<file path="src/rtl/uart_types_pkg.sv">
// Shared UART types: LCR layout, receive FSM states and the pushed RX word.
`timescale 1ns/1ps
package uart_types_pkg;

    typedef struct packed {
        logic       dlab;
        logic       set_break;
        logic       stick_parity;
        logic       eps;
        logic       pen;
        logic       stb;
        logic [1:0] wls;
    } lcr_t;

    typedef enum logic [2:0] {IDLE, START, DATA, PARITY, STOP, BRK_WAIT} rx_state_e;

    typedef struct packed {
        logic       bi;
        logic       fe;
        logic       pe;
        logic [7:0] data;
    } rx_word_t;

    localparam int UART_MIN_BITS = 5;

    // Parity bit the transmitter should have sent for this word.
    function automatic logic parity_expected(input logic stick, input logic eps,
                                             input logic [7:0] data);
        if (stick)
            return ~eps;
        return eps ? ^data : ~^data;
    endfunction

endpackage

</file>
<file path="src/rtl/uart_sync.sv">
// N-flop synchronizer with selectable reset value; 1-bit, latency STAGES clk.
// No backpressure.
`timescale 1ns/1ps
module uart_sync #(
    parameter int   STAGES  = 2,
    parameter logic RST_VAL = 1'b0
) (
    input  logic clk,
    input  logic rst,
    input  logic d_i,
    output logic q_o
);

    logic [STAGES-1:0] sync_q;

    always_ff @(posedge clk) begin
        if (rst)
            sync_q <= {STAGES{RST_VAL}};
        else
            sync_q <= {sync_q[STAGES-2:0], d_i};
    end

    assign q_o = sync_q[STAGES-1];

endmodule

</file>
<file path="src/rtl/uart_rx.sv">
// 16x-oversampled UART receiver: one word per frame, pushed at mid-stop-bit.
// Latency SYNC_STAGES clk + (1+nbits+pen)*OS + OS/2 ticks; no backpressure.
`timescale 1ns/1ps
module uart_rx
    import uart_types_pkg::*;
#(
    parameter int OVERSAMPLE  = 16,
    parameter int SYNC_STAGES = 2
) (
    input  logic       clk,
    input  logic       rst,
    input  logic       baud_tick_16x,
    input  logic       rx_i,
    input  logic       rx_en,
    input  lcr_t       lcr,
    output logic [7:0] rx_data,
    output logic       rx_pe,
    output logic       rx_fe,
    output logic       rx_bi,
    output logic       rx_valid,
    output logic       rx_busy
);

    localparam int             TW      = $clog2(OVERSAMPLE);
    localparam logic [TW-1:0]  HALF_M1 = TW'(OVERSAMPLE / 2 - 1);
    localparam logic [TW-1:0]  FULL_M1 = TW'(OVERSAMPLE - 1);

    rx_state_e     state_q;
    logic [TW-1:0] tick_q;
    logic [2:0]    bit_q;
    logic [2:0]    last_bit_q;
    logic          pen_q, eps_q, stick_q;
    logic [7:0]    shreg_q;
    logic          par_q;
    rx_word_t      word_q;
    logic          valid_q;
    logic          rx_s;
    logic          pe_d, bi_d;
    logic          lcr_unused;

    uart_sync #(
        .STAGES  (SYNC_STAGES),
        .RST_VAL (1'b1)
    ) u_sync (
        .clk (clk),
        .rst (rst),
        .d_i (rx_i),
        .q_o (rx_s)
    );

    assign lcr_unused = ^{lcr.stb, lcr.set_break, lcr.dlab};

    // Status for the word being closed out, evaluated with the stop-bit sample.
    assign pe_d = pen_q & (par_q != parity_expected(stick_q, eps_q, shreg_q));
    assign bi_d = (shreg_q == 8'h00) & (~pen_q | ~par_q) & ~rx_s;

    always_ff @(posedge clk) begin
        valid_q <= 1'b0;
        if (rst) begin
            state_q    <= IDLE;
            tick_q     <= '0;
            bit_q      <= '0;
            last_bit_q <= '0;
            pen_q      <= 1'b0;
            eps_q      <= 1'b0;
            stick_q    <= 1'b0;
            shreg_q    <= '0;
            par_q      <= 1'b0;
            word_q     <= '0;
        end else if (!rx_en) begin
            state_q <= IDLE;
            tick_q  <= '0;
            bit_q   <= '0;
        end else if (baud_tick_16x) begin
            case (state_q)
                IDLE: begin
                    if (!rx_s) begin
                        state_q    <= START;
                        tick_q     <= '0;
                        bit_q      <= '0;
                        shreg_q    <= '0;
                        last_bit_q <= 3'(UART_MIN_BITS - 1) + {1'b0, lcr.wls};
                        pen_q      <= lcr.pen;
                        eps_q      <= lcr.eps;
                        stick_q    <= lcr.stick_parity;
                    end
                end
                START: begin
                    if (tick_q == HALF_M1) begin
                        tick_q  <= '0;
                        state_q <= rx_s ? IDLE : DATA;
                    end else begin
                        tick_q <= tick_q + TW'(1);
                    end
                end
                DATA: begin
                    if (tick_q == FULL_M1) begin
                        tick_q         <= '0;
                        shreg_q[bit_q] <= rx_s;
                        if (bit_q == last_bit_q)
                            state_q <= pen_q ? PARITY : STOP;
                        else
                            bit_q <= bit_q + 3'd1;
                    end else begin
                        tick_q <= tick_q + TW'(1);
                    end
                end
                PARITY: begin
                    if (tick_q == FULL_M1) begin
                        tick_q  <= '0;
                        par_q   <= rx_s;
                        state_q <= STOP;
                    end else begin
                        tick_q <= tick_q + TW'(1);
                    end
                end
                STOP: begin
                    // Leave at mid-stop so a back-to-back start edge is not missed.
                    if (tick_q == FULL_M1) begin
                        tick_q  <= '0;
                        word_q  <= '{bi: bi_d, fe: ~rx_s, pe: pe_d, data: shreg_q};
                        valid_q <= 1'b1;
                        state_q <= bi_d ? BRK_WAIT : IDLE;
                    end else begin
                        tick_q <= tick_q + TW'(1);
                    end
                end
                BRK_WAIT: begin
                    if (rx_s)
                        state_q <= IDLE;
                end
                default: state_q <= IDLE;
            endcase
        end
    end

    assign rx_data  = word_q.data;
    assign rx_pe    = word_q.pe;
    assign rx_fe    = word_q.fe;
    assign rx_bi    = word_q.bi;
    assign rx_valid = valid_q;
    assign rx_busy  = (state_q != IDLE);

endmodule

</file>
<file path="config.mk">
export PLATFORM = sky130hd
export DESIGN_NAME = uart_rx
export DESIGN_NICKNAME = d
export VERILOG_FILES = /design/src/rtl/uart_types_pkg.sv /design/src/rtl/uart_sync.sv /design/src/rtl/uart_rx.sv
export SDC_FILE = /design/constraint.sdc
export NUM_CORES = 1
export LEC_CHECK = 0
export BUFFER_PORTS_ARGS = -buffer_cell sky130_fd_sc_hd__buf_2
export CAP_MARGIN = 20
export CELL_PAD_IN_SITES_DETAIL_PLACEMENT = 1
export CELL_PAD_IN_SITES_GLOBAL_PLACEMENT = 1
export CORE_ASPECT_RATIO = 1.75
export CORE_MARGIN = 2
export CORE_UTILIZATION = 46
export DETAILED_ROUTE_END_ITERATION = 12
export GPL_TIMING_DRIVEN = 0
export PLACE_DENSITY_LB_ADDON = 0.1
export SYNTH_ARGS = -nofsm -noshare
export SYNTH_HDL_FRONTEND = slang
export SYNTH_SLANG_ARGS = --single-unit
</file>
<file path="constraint.sdc">
create_clock -name clk -period 3.99 [get_ports clk]
set_input_delay 0.1995 -clock clk [delete_from_list [all_inputs] [get_ports clk]]
set_output_delay 0.1995 -clock clk [all_outputs]
set_load 0.1 [all_outputs]
</file>
## Word-level counts from Yosys, hierarchy flattened

Index checks and enable logic that the tools add are counted.
Widths: inputs -> output; s select.

- Bits in registers: 39
- Logic and storage cells: 96

- Mux-type cells: 30
- Equal/unequal tests: 17
- Bitwise operators: 11
- Order comparisons: 2
- Reduce and logical (&&, ||, !) cells: 18
- $add $sub $neg: 3

Operators by type and width:

| operator | count |
|---|---|
| $mux 3 | 12 |
| $pmux 3 s6 | 1 |
| $mux 8 | 2 |
| $pmux 8 s2 | 1 |
| $ne 2x2->1 const B | 7 |
| $mux 4 | 3 |
| $pmux 4 s3 | 1 |
| $reduce_and 4->1 | 3 |
| $reduce_and 5->1 | 2 |
| $bwmux 8 | 1 |
| $logic_not 8->1 | 1 |
| $reduce_and 8->1 | 1 |
| $reduce_xnor 8->1 | 1 |
| $reduce_xor 8->1 | 1 |
| $not 1->1 | 7 |
| $eq 3x2->1 const B | 2 |
| $eq 3x3->1 const B | 2 |
| $mux 1 | 6 |
| $pmux 3 s2 | 1 |
| $reduce_bool 3->1 | 2 |
| $add 4x1->4 const B | 1 |
| $eq 4x3->1 const B | 1 |
| $eq 4x4->1 const B | 1 |
| $lt 3x4->1 const B | 1 |
| 18 further kinds | 20 |

## Logic depth before layout (Yosys ltp)

Gate-level depths: netlist (run 1).

- Depth after elaboration: 7
- Gate-level depth with buffers: 8

## By module

Synthesis (run 1) repeated with hierarchy kept, for this count alone.

- Cells, all modules: 251
- Area total of the unflattened synthesis: 2080.7 sq um

Modules (own cells, without submodules):

| module | instances | cells an instance | area an instance (sq um) |
|---|---|---|---|
| uart_rx | 1 | 247 | 2028.2 |
| uart_sync | 1 | 4 | 52.6 |

## Worst setup path after synthesis (run 1)

Ideal clock, no wire load.

- Kind: flip-flop to flip-flop
- Start point: register state_q[0]
- End point: register state_q[2]
- Library setup time: 0.059 ns
- Period minus slack after synthesis: 1.814 ns
- Data arrival time: 1.755 ns
- Data required time: 3.931 ns
- Cell stages (with the launch flop): 7
- Slack: 2.176 ns
- Cell sequence: dfxtp_1 > or3_1 > buf_6 > o211a_2 > a211o_4 > a2111oi_4 > a31o_1

- Word-level cells in the longest chain between the ends: 3

RTL lines:

| item | line | RTL |
|---|---|---|
| start, declared | uart_rx.sv:28 | `rx_state_e state_q;` |
| start signal, assigned | uart_rx.sv:91 | `state_q <= rx_s ? IDLE : DATA;` |
| start signal, assigned | uart_rx.sv:101 | `state_q <= pen_q ? PARITY : STOP;` |
| start signal, assigned | uart_rx.sv:123 | `state_q <= bi_d ? BRK_WAIT : IDLE;` |
| $eq 3x3->1, or another cell as far along | uart_rx.sv:75 | `case (state_q)` |
| $ne 2x1->1 (no line) / $ne 2x2->1 (equally long branches) | -- |  |
| $reduce_and 8->1 (no line) | -- |  |

Several ways; a longest one is shown, not always the timed one.
A chain may end at the register's enable or synchronous reset.

## Worst setup path after layout (run 1)

- Start point: register tick_q[0]
- End point: register word_q, in the netlist rx_data[1]

- Word-level cells in the longest chain between the ends: 2

RTL lines:

| item | line | RTL |
|---|---|---|
| start, declared | uart_rx.sv:29 | `logic [TW-1:0] tick_q;` |
| start signal, assigned | uart_rx.sv:93 | `tick_q <= tick_q + TW'(1);` |
| start signal, assigned | uart_rx.sv:105 | `tick_q <= tick_q + TW'(1);` |
| start signal, assigned | uart_rx.sv:114 | `tick_q <= tick_q + TW'(1);` |
| $eq 4x4->1 | uart_rx.sv:119 | `if (tick_q == FULL_M1) begin` |
| $reduce_and 4->1 (no line) | -- |  |
| end signal, assigned | uart_rx.sv:121 | `word_q <= '{bi: bi_d, fe: ~rx_s, pe: pe_d, data: shreg_q};` |
| end, declared | uart_rx.sv:35 | `rx_word_t word_q;` |

No other way between the ends.

==> results of run 1 <==
==> per-stage QoR <==
step	cell area (µm²)	power [W]	cells	util (%)	setup slack, ns
finish	2257	0.0006926	312	54.39	1.983
global route	2257	0.0007168	312	54.39	1.782
CTS	2257	0.0007027	312	54.39	1.960
detailed placement	2172	0.0004363	304	52.34	1.974
global placement	2172	0.0004358	304	52.34	2.031
floorplan	2011	0.0004243	235	-	2.176
==> metal layers <==
| layer | GRT usage, % | vias up |
|---|---|---|
| met5 | 0 | - |
| met4 | 9.375 | 0 |
| met3 | 3.454 | 8 |
| met2 | 43.09 | 15 |
| met1 | 25.91 | 845 |
| li1 | - | 876 |
==> synthesized netlist by cell type, drive strengths merged, types with 3 or more instances <==
cell,number
xnor2,6
o32ai,4
or2,3
clkbuf,9
a21oi,16
buf,6
nand3b,3
inv,15
a32o,3
nand2b,4
o21ai,11
and2,3
ha,6
and3,5
nor2,29
mux2i,13
nor2b,4
nand2,15
nand3,11
dfxtp,39
nand4,5
nor3,3
==> worst paths after layout <==
kind                     from               end  slack, ns  depth (start not counted)
max                 tick_q[0]        rx_data[1]       1.98                          8
min reg2reg  u_sync.sync_q[0]  u_sync.sync_q[1]       0.42                          1
max reg2reg         tick_q[0]        rx_data[1]       1.98                          8
min                      rx_i  u_sync.sync_q[0]       0.09                          2
==> sequential cells by signal (all words and copies together), names as in the netlist <==
register / count
rx_data: 8
shreg_q: 8
tick_q: 4
bit_q: 3
last_bit_q: 3
state_q: 3
u_sync.sync_q: 2
eps_q: 1
par_q: 1
pen_q: 1
rx_bi: 1
rx_fe: 1
rx_pe: 1
rx_valid: 1
stick_q: 1
==> final cells by class <==
class / instances / area, µm² / share of cell area (%)
sequential: 39 / 780.7 / 34.59
buffer: 15 / 71.32 / 3.160
timing repair buffer: 20 / 100.1 / 4.435
clock inverter: 2 / 12.51 / 0.5543
clock buffer: 6 / 72.57 / 3.215
inverter: 15 / 56.30 / 2.494
multi-input combinational: 166 / 1102 / 48.84
tap: 49 / 61.31 / 2.716
==> where the power goes <==
group | internal, W | leakage, nW | switching (W)
clock | 0.000122 | 0.0412 | 0.000144
combinational | 0.0000114 | 0.504 | 0.0000226
sequential | 0.000391 | 0.315 | 0.00000185
==> cell families after synthesis <==
family          Yosys count  synth area share [%]
simple gates             93                 24.08
compound gates           47                 17.49
flops                    39                 38.83
buf+inv                  30                 6.347
mux                      13                 6.471
xor+xnor                  7                 3.049
fa+ha+maj                 6                 3.734
==> summary.md, run 1 <==
| Metric | Value |
|---|---|
| DR iter-0 viols | 23 |
| Vias per cell | 5.590 |
| Tcrit/Tclk final | 50.30% |
| Synthesized area | 2011 µm² |
| Synth top area share | 38.83% |
| Final ANT Viol Nets | 0 |
| Crit start category | register |
| Commonest non-fill, non-tap cells in the layout | dfxtp_1, nor2_1, buf_2 |
| Mapped Avg Cell Area | about 8.6 µm² |
| Slew headroom | between 40% and 50% |
| CTS tree | built |
| Share of cells above drive strength 1 | 17.87% |
| Number of flops mapped to enable cells by yosys | 0 |
| Hold Slack | 0.08766 ns |
| Largest net degree at the start of global routing | 13 |
| DR vias | 1,744 |
| ANT cells | 0 |
| Initial antenna violation count | 0 |
| Yosys warnings | 0 |
| Worst Path Required | 4.16 ns |
| Detailed Routing Iterations Pass 1 | 4 |
| Final min period | between 2 and 2.5 ns |
| Clock insertion delay at the later pin of the skew report | 0.30 ns |
| HP Class | input port to register |
| Max incr delay on CP | 0.38 ns |
| Fillers | 525 |
| Die Span X | between 50 and 60 µm |
| GPL Wtd Cong | a little under 0.9 |
| M1 WL | about 2100 µm |
| Syn Inst Count | ~240 |
| CTS clock-pin slew for the worst setup and hold paths | 0.08 ns |
| Top Metal Used | met4 |
| Lkg Pwr | 0.8602 nW |
| P per Cell Area | between 300 and 400 nW/µm² |
| Hold_buf cts | 0 |
| Row cnt | 31 |
| Die ar. | 4937 µm² |
| CTS H-tree lvls | 2 |
| Ports | 26 |
| Fin nets | 281 |
| VDD IR max | 0.2587 mV |
| DRC Markers | 0 |
| CP delay by family, top | simple AND/OR/NAND/NOR gates |
| Max Buffers Root-to-Sink | 2 |
| CTS resizes | 0 |
| Crit. End Element | register |
| Area growth from synthesis to layout | 12.26% |
| Yosys top cell by area | dfxtp_1 |
| Synth area leaders | dfxtp_1, mux2i_1, nor2_1 |
| Overall routing resource usage | 23.76% |
| Core area | 4150 µm² |
| Critical path's slowest cell | dfxtp_1 |
| Initial Util | 48.45% |
| CTS Sinks | 39 |
| Final setup TNS | 0 ns |
| Worst-margin pin slew | around 0.78 ns |
| Met2 wire len | between 2000 and 3000 µm |
| Drt total wl | 5107 µm |
| Die height | between 90 and 100 µm |
| Critical Path AT | 2.18 ns |
| Number of synthesized register bits | 39 |
| Synth cell types | 50 |
| Count of input and output buffers | 20 |
| Final setup viols | 0 |
| CP max FO | 10 |
| Pins Over Slew Limit | 0 |
| Fmax | 0.4983 GHz |
| Commonest non-fill, non-tap cell in the layout | dfxtp_1 |
| Hold Violations, Final | 0 |
| RSZ-0062 raised after global routing | false |
| WL/cell | 16.37 µm |
| Total setup buffers inserted after CTS | 0 |
| Vias in the first global route | 1,814 |
| DP HPWL | just under 4000 µm |
| First-pass GRT wire length | 8590 µm |
| Worst Skew | between 0.004 and 0.005 ns |
| Grt total ovfl | 0 |
| Critical path class | register to register |
| Synth async-reset ratio | 0% |
| Syn_nets | 254 |
| Primary FF master, synth | dfxtp_1 |
| DR WL met3 | 75 µm |
| CP Cell Sequence | ha_1, nand3_1, nor2_1, and2_1, buf_2, buf_2, mux2i_1, nor2_1 |
| Post-synthesis sequential area ratio | between 30% and 40% |
| CTS root buf | clkbuf_8 |
| Max-Cap Viols | 0 |
| Buffers plus inverters on the worst setup path | 2 |
| TritonCTS buffer count | 5 |
| Status | complete, no violations |
(Power assumes the default switching activity.)
==> run 2, diff against run 1 <==
--- a/config.mk
+++ b/config.mk
@@ -11,7 +11,7 @@
 export CELL_PAD_IN_SITES_GLOBAL_PLACEMENT = 1
 export CORE_ASPECT_RATIO = 1.75
 export CORE_MARGIN = 2
-export CORE_UTILIZATION = 46
+export CORE_UTILIZATION = 43
 export DETAILED_ROUTE_END_ITERATION = 12
 export GPL_TIMING_DRIVEN = 0
 export PLACE_DENSITY_LB_ADDON = 0.1
==> constraint.sdc (replaced) <==
create_clock -name clk -period 1.85 [get_ports clk]
set_input_delay 0.0925 -clock clk [delete_from_list [all_inputs] [get_ports clk]]
set_output_delay 0.0925 -clock clk [all_outputs]
set_load 0.1 [all_outputs]
==> run 2 against run 1 <==
Effect of this change: clock skew is 0.0017 ns higher; total power grew to 2.6 times the previous value; sequential share of layout area is 2.9 points lower; critical path type unchanged.
==> summary.md, run 2 (synthesized netlist as in run 1, its figures left out) <==
| Metric | Value |
|---|---|
| Status | complete, no violations |
| Worst Setup EP | state_q[0] |
| TritonCTS buffer count | 5 |
| Hold path startpoint | lcr[4] |
| DR iter-0 viols | 29 |
| Count of input and output buffers | 20 |
| First-pass GRT wire length | 9232 µm |
| Drt total wl | 5591 µm |
| Post-Place Cell Area | 2175 µm² |
| Vias in the first global route | 1,922 |
| Clock insertion delay at the later pin of the skew report | 0.30 ns |
| CTS tree | built |
| VDD IR max | 0.8096 mV |
| CP Cell Sequence | ha_4, nand3_2, o211a_2, a211o_4, a2111oi_2 |
| Max-Cap Viols | 0 |
| RSZ-0062 raised after global routing | true |
| Hold Violations, Final | 0 |
| Reg2reg start | tick_q[0] |
| DR vias | about 1,800 |
| Worst Skew | 0.006186 ns |
| CP max FO | 6 |
| Final core utilization | 56.42% |
| Reg2Reg Depth | 5 |
| Vias per cell | 5.723 |
| Worst setup margin | approximately 0.044 ns |
| CTS clock-pin slew for the worst setup and hold paths | 0.08 ns |
| Die height | 94.46 µm |
| Row cnt | 32 |
| Cell area after layout | 2507 µm² |
| Reg2Reg Setup Slack | 0.04 ns |
| Die Span X | 55.69 µm |
| ANT cells | 0 |
| Slew headroom | 62.06% |
| Worst-margin pin slew | ~0.57 ns |
| P per Cell Area | 704.9 nW/µm² |
| DRC Markers | 0 |
| Final setup viols | 0 |
| Critical path origin | tick_q[0] |
| Share of cells above drive strength 1 | between 20% and 30% |
| Max Buffers Root-to-Sink | 2 |
| Tcrit/Tclk final | a little over nine tenths |
| Max incr delay on CP | 0.37 ns |
| Buffers plus inverters on the worst setup path | 0 |
| Overall routing resource usage | 22.81% |
| Largest net degree at the start of global routing | 13 |
| Commonest non-fill, non-tap cells in the layout | dfxtp_1, nor2_1, buf_2 |
| CTS root buf | clkbuf_8 |
| Post-placement cell count | around 300 |
| Final ANT Viol Nets | 0 |
| Post-Layout Cell Count | 318 |
| RR Endpoint | state_q[0] |
| Commonest non-fill, non-tap cell in the layout | dfxtp_1 |
| Initial Util | between 40% and 50% |
| Total Power | 0.001767 W |
| Worst path depth | 5 |
| Lkg Pwr | 0.9267 nW |
| Critical path's slowest cell | dfxtp_4 |
| Initial antenna violation count | 0 |
| Fmax | 0.5536 GHz |
| CTS Sinks | 39 |
| HP Class | input port to register |
| Crit. End Element | register |
| Pins Over Slew Limit | 0 |
| Area growth from synthesis to layout | 24.70% |
| Worst slack, placed | -0.1426 ns |
| WL/cell | 17.58 µm |
| Detailed Routing Iterations Pass 1 | 4 |
| Crit start category | register |
| Die ar. | 5260 µm² |
| GPL Wtd Cong | between 0.8 and 0.9 |
| CTS H-tree lvls | 2 |
| Critical Path AT | 2.00 ns |
| Final min period | 1.806 ns |
| DP HPWL | 4103 µm |
| Ports | 26 |
| Worst Path Required | a little over 2 ns |
| Fin nets | 285 |
| Grt total ovfl | 0 |
| Core area | between 4000 and 5000 µm² |
| CP delay by family, top | compound AO/OA/AOI/OAI gates |
| Critical path class | register to register |
[run 2: what timing repair did]
action                                  CTS  global route
hold buffers                              1             0
gates resized for setup                  21            19
endpoints found under the hold margin     1             0
pin swaps                                 5             8
endpoints found under the setup margin   24            27
setup buffers                             2             2
[run 2: per-stage QoR]
stage	TNS, ns	hold slack, ns
floorplan	0	0.1963
global placement	-1.401	0.2777
detailed placement	-1.595	0.2797
CTS	0	0.02639
global route	-0.1172	0.03914
finish	0	0.02595
[run 2: layout make-up]
class	instances	area [µm²]
Fill cell	542	1937
Clock inverter	2	60.06
Timing Repair Buffer	25	140.1
Multi-Input combinational cell	166	1240
Clock buffer	6	72.57
Sequential cell	39	795.8
Tap cell	51	63.81
Inverter	15	58.81
Buffer	14	76.32
[run 2: per-layer routing]
| layer | wire (µm) | share of wire (%) | vias to the layer above | GRT usage (%) |
|---|---|---|---|---|
| li1 | - | - | 889 | - |
| met1 | 2132 | 38 | 889 | 23.33 |
| met2 | 3123 | 56 | 31 | 43.65 |
| met3 | 141 | 2.5 | 11 | 3.425 |
| met4 | 193 | 3.5 | 0 | 12.20 |
| met5 | 0 | 0 | - | 0 |
[run 2: tightest hold or removal path, cell delays in order]
cell and delay (ns):
buf_2 0.07, mux2i_1 0.05, nor2_1 0.07
[run 2: power breakdown]
group          internal (W)  switching [W]  leakage (nW)   total, W
sequential         0.000842     0.00000462         0.319   0.000846
combinational     0.0000274      0.0000528         0.542  0.0000802
clock              0.000539       0.000302        0.0654   0.000841
total               0.00141       0.000359         0.927    0.00177
[run 2: how the worst min path moves through the flow]
stage / slack (ns) / cells after the start / endpoint
2_1_floorplan: 0.20 / 1 / u_sync.sync_q[0]
3_3_place_gp: 0.28 / 2 / u_sync.sync_q[0]
3_5_place_dp: 0.28 / 2 / u_sync.sync_q[0]
4_1_cts: 0.03 / 3 / eps_q
5_1_grt: 0.04 / 3 / eps_q
6_report: 0.03 / 3 / eps_q
==> run 3, diff against run 2 <==
--- a/config.mk
+++ b/config.mk
@@ -5,13 +5,14 @@
 export SDC_FILE = /design/constraint.sdc
 export NUM_CORES = 1
 export LEC_CHECK = 0
+export ABC_AREA = 1
 export BUFFER_PORTS_ARGS = -buffer_cell sky130_fd_sc_hd__buf_2
 export CAP_MARGIN = 20
 export CELL_PAD_IN_SITES_DETAIL_PLACEMENT = 1
 export CELL_PAD_IN_SITES_GLOBAL_PLACEMENT = 1
 export CORE_ASPECT_RATIO = 1.75
 export CORE_MARGIN = 2
-export CORE_UTILIZATION = 43
+export CORE_UTILIZATION = 41
 export DETAILED_ROUTE_END_ITERATION = 12
 export GPL_TIMING_DRIVEN = 0
 export PLACE_DENSITY_LB_ADDON = 0.1
==> run 3 against run 2 <==
Effect of this change: global-route usage decreased by 0.60 points; combinational power rose by 81%; largest power group unchanged; register-to-register slack better by 0.12 ns; clock power shrank 35%.
==> summary.md, run 3 <==
| Metric | Value |
|---|---|
| Worst Path Required | 2.06 ns |
| Status | complete, no violations |
| Commonest non-fill, non-tap cells in the layout | nand2_1, dfxtp_1, inv_1 |
| Post-Place Cell Area | 2295 µm² |
| Area growth from synthesis to layout | 12.53% |
| Post-placement cell count | 389 |
| Initial antenna violation count | 0 |
| Tcrit/Tclk final | 91.42% |
| Largest net degree at the start of global routing | 11 |
| Number of synthesized register bits | 39 |
| Max-Cap Viols | 0 |
| TritonCTS buffer count | 5 |
| Vias in the first global route | ~2,200 |
| Pins Over Slew Limit | 0 |
| Most common cell in the netlist | nand2_1 |
| Die ar. | 5777 µm² |
| ANT cells | 0 |
| Final min period | 1.691 ns |
| Most used cell, CP | nand3_2 |
| Synth cell types | 28 |
| Overall routing resource usage | 22.21% |
| Final setup TNS | 0 ns |
| Syn_nets | 332 |
| Critical path class | register to register |
| Fin nets | 362 |
| CP max FO | 10 |
| Max incr delay on CP | 0.37 ns |
| Vias per cell | 5.250 |
| Initial Util | 42.53% |
| P per Cell Area | 647.0 nW/µm² |
| Detailed Routing Iterations Pass 1 | 4 |
| Commonest non-fill, non-tap cell in the layout | nand2_1 |
| Primary FF master, synth | dfxtp_1 |
| RSZ-0062 raised after global routing | false |
| Core area | 4977 µm² |
| DP HPWL | 4614 µm |
| Post-synthesis sequential area ratio | 36.88% |
| CTS Sinks | 39 |
| Yosys top cell by area | dfxtp_1 |
| Die height | 99.06 µm |
| CTS clock-pin slew for the worst setup and hold paths | 0.08 ns |
| Fillers | 687 |
| Final setup viols | 0 |
| Synth async-reset ratio | 0% |
| Final ANT Viol Nets | 0 |
| CTS root buf | clkbuf_8 |
| Max Buffers Root-to-Sink | 2 |
| Cell area after layout | about 2400 µm² |
| GPL Wtd Cong | 0.8135 |
| Synth top area share | 36.88% |
| Slew headroom | 67.36% |
| Hold Slack | 0.05964 ns |
| Row cnt | 34 |
| Mapped Avg Cell Area | approximately 6.8 µm² |
| Synth area leaders | dfxtp_1, nand2_1, a21oi_1 |
| Critical Path AT | roughly 1.9 ns |
| DRC Markers | 0 |
| Commonest cells post-synth | nand2_1, dfxtp_1, inv_1, a21oi_1, nor2_1 |
| Share of cells above drive strength 1 | 16.67% |
| VDD IR max | 0.4851 mV |
| Worst-margin pin slew | 0.4931 ns |
| Crit. End Element | register |
| CP Cell Sequence | ha_1, nand3_2, nand3_2, nand3_2, nor2_4, buf_6, nand3b_1, a21oi_1 |
| Clock insertion delay at the later pin of the skew report | 0.29 ns |
| Worst Skew | about 0.0064 ns |
| Critical path's slowest cell | dfxtp_1 |
| First-pass GRT wire length | 9839 µm |
| Fmax | 0.5913 GHz |
| Crit start category | register |
| WL/cell | ~14 µm |
| DR iter-0 viols | 34 |
| HP Class | input port to register |
| Hold Violations, Final | 0 |
| Syn Inst Count | 313 |
| Lkg Pwr | between 1 and 1.5 nW |
| CTS H-tree lvls | 2 |
| Number of flops mapped to enable cells by yosys | 0 |
| DR vias | between 2,000 and 2,500 |
| CTS tree | built |
| Grt total ovfl | 0 |
| Ports | 26 |
| Post-Layout Cell Count | 396 |
| Synthesized area | approximately 2100 µm² |
| Yosys warnings | 0 |
| Die Span X | 58.32 µm |
| Count of input and output buffers | 22 |
| Drt total wl | roughly 5600 µm |
## run 3: where the power goes
part	total [W]	switching [W]	internal, W	leakage [nW]
logic	0.000145	0.000100	0.0000449	0.692
clock network	0.000544	0.000293	0.000252	0.0371
registers	0.000852	0.00000610	0.000846	0.315
## run 3: through the flow
step           util (%)  setup slack, ns   power, W
2_1_floorplan         -           0.1382  0.0009717
3_3_place_gp      46.10           0.1839   0.001014
3_5_place_dp      46.10           0.1394   0.001016
4_1_cts           47.76           0.1124   0.001568
5_1_grt           47.86          0.04091   0.001617
6_report          47.86           0.1587   0.001541
## run 3: what timing repair did
| action | CTS | global route |
|---|---|---|
| endpoints found under the hold margin | 1 | 0 |
| hold buffers | 1 | 0 |
| gates resized for setup | 0 | 2 |
| setup buffers | 0 | 0 |
| setup endpoints to repair | 0 | 2 |
## run 3: path summary, 6_finish.rpt
path                    start               end  slack [ns]  depth (start not counted)
max reg2reg         tick_q[0]        shreg_q[6]        0.16                          8
max                 tick_q[0]        shreg_q[6]        0.16                          8
min reg2reg  u_sync.sync_q[0]  u_sync.sync_q[1]        0.42                          1
min                       rst        shreg_q[1]        0.06                          2
## run 3: final cells by class
class / instances / area (µm²) / area share (%)
multi-input combinational: 223 / 1115 / 46.80
sequential: 39 / 780.7 / 32.77
inverter: 41 / 155.1 / 6.513
timing repair buffer: 23 / 122.6 / 5.147
clock buffer: 6 / 72.57 / 3.046
buffer: 10 / 68.82 / 2.889
tap: 54 / 67.56 / 2.836
## run 3: critical path: cells and delay by family (launching register included)
family,cells,cell delay (ns)
AOI/OAI and AO/OA,1,0.15
adders and majority gates,1,0.24
buffers and inverters,1,0.17
DFF,1,0.37
and+or+nand+nor,5,0.70
## run 3: metal layers
layer	track usage (%)	routed length [µm]	vias up
met5	0	0	-
met4	9.481	161	0
met1	22.27	2038	976
li1	-	-	1061
met2	43.13	3314	31
met3	2.756	126	11
## run 3: cell families (layout without fill, tap and decap cells)
kind of cell	after synthesis	after routing	synth area share, %
compound gates	52	52	12.71
xor+xnor	3	3	1.241
fa+ha+maj	6	6	3.546
buf+inv	51	80	10.58
flops	39	39	36.88
simple gates	162	162	35.05
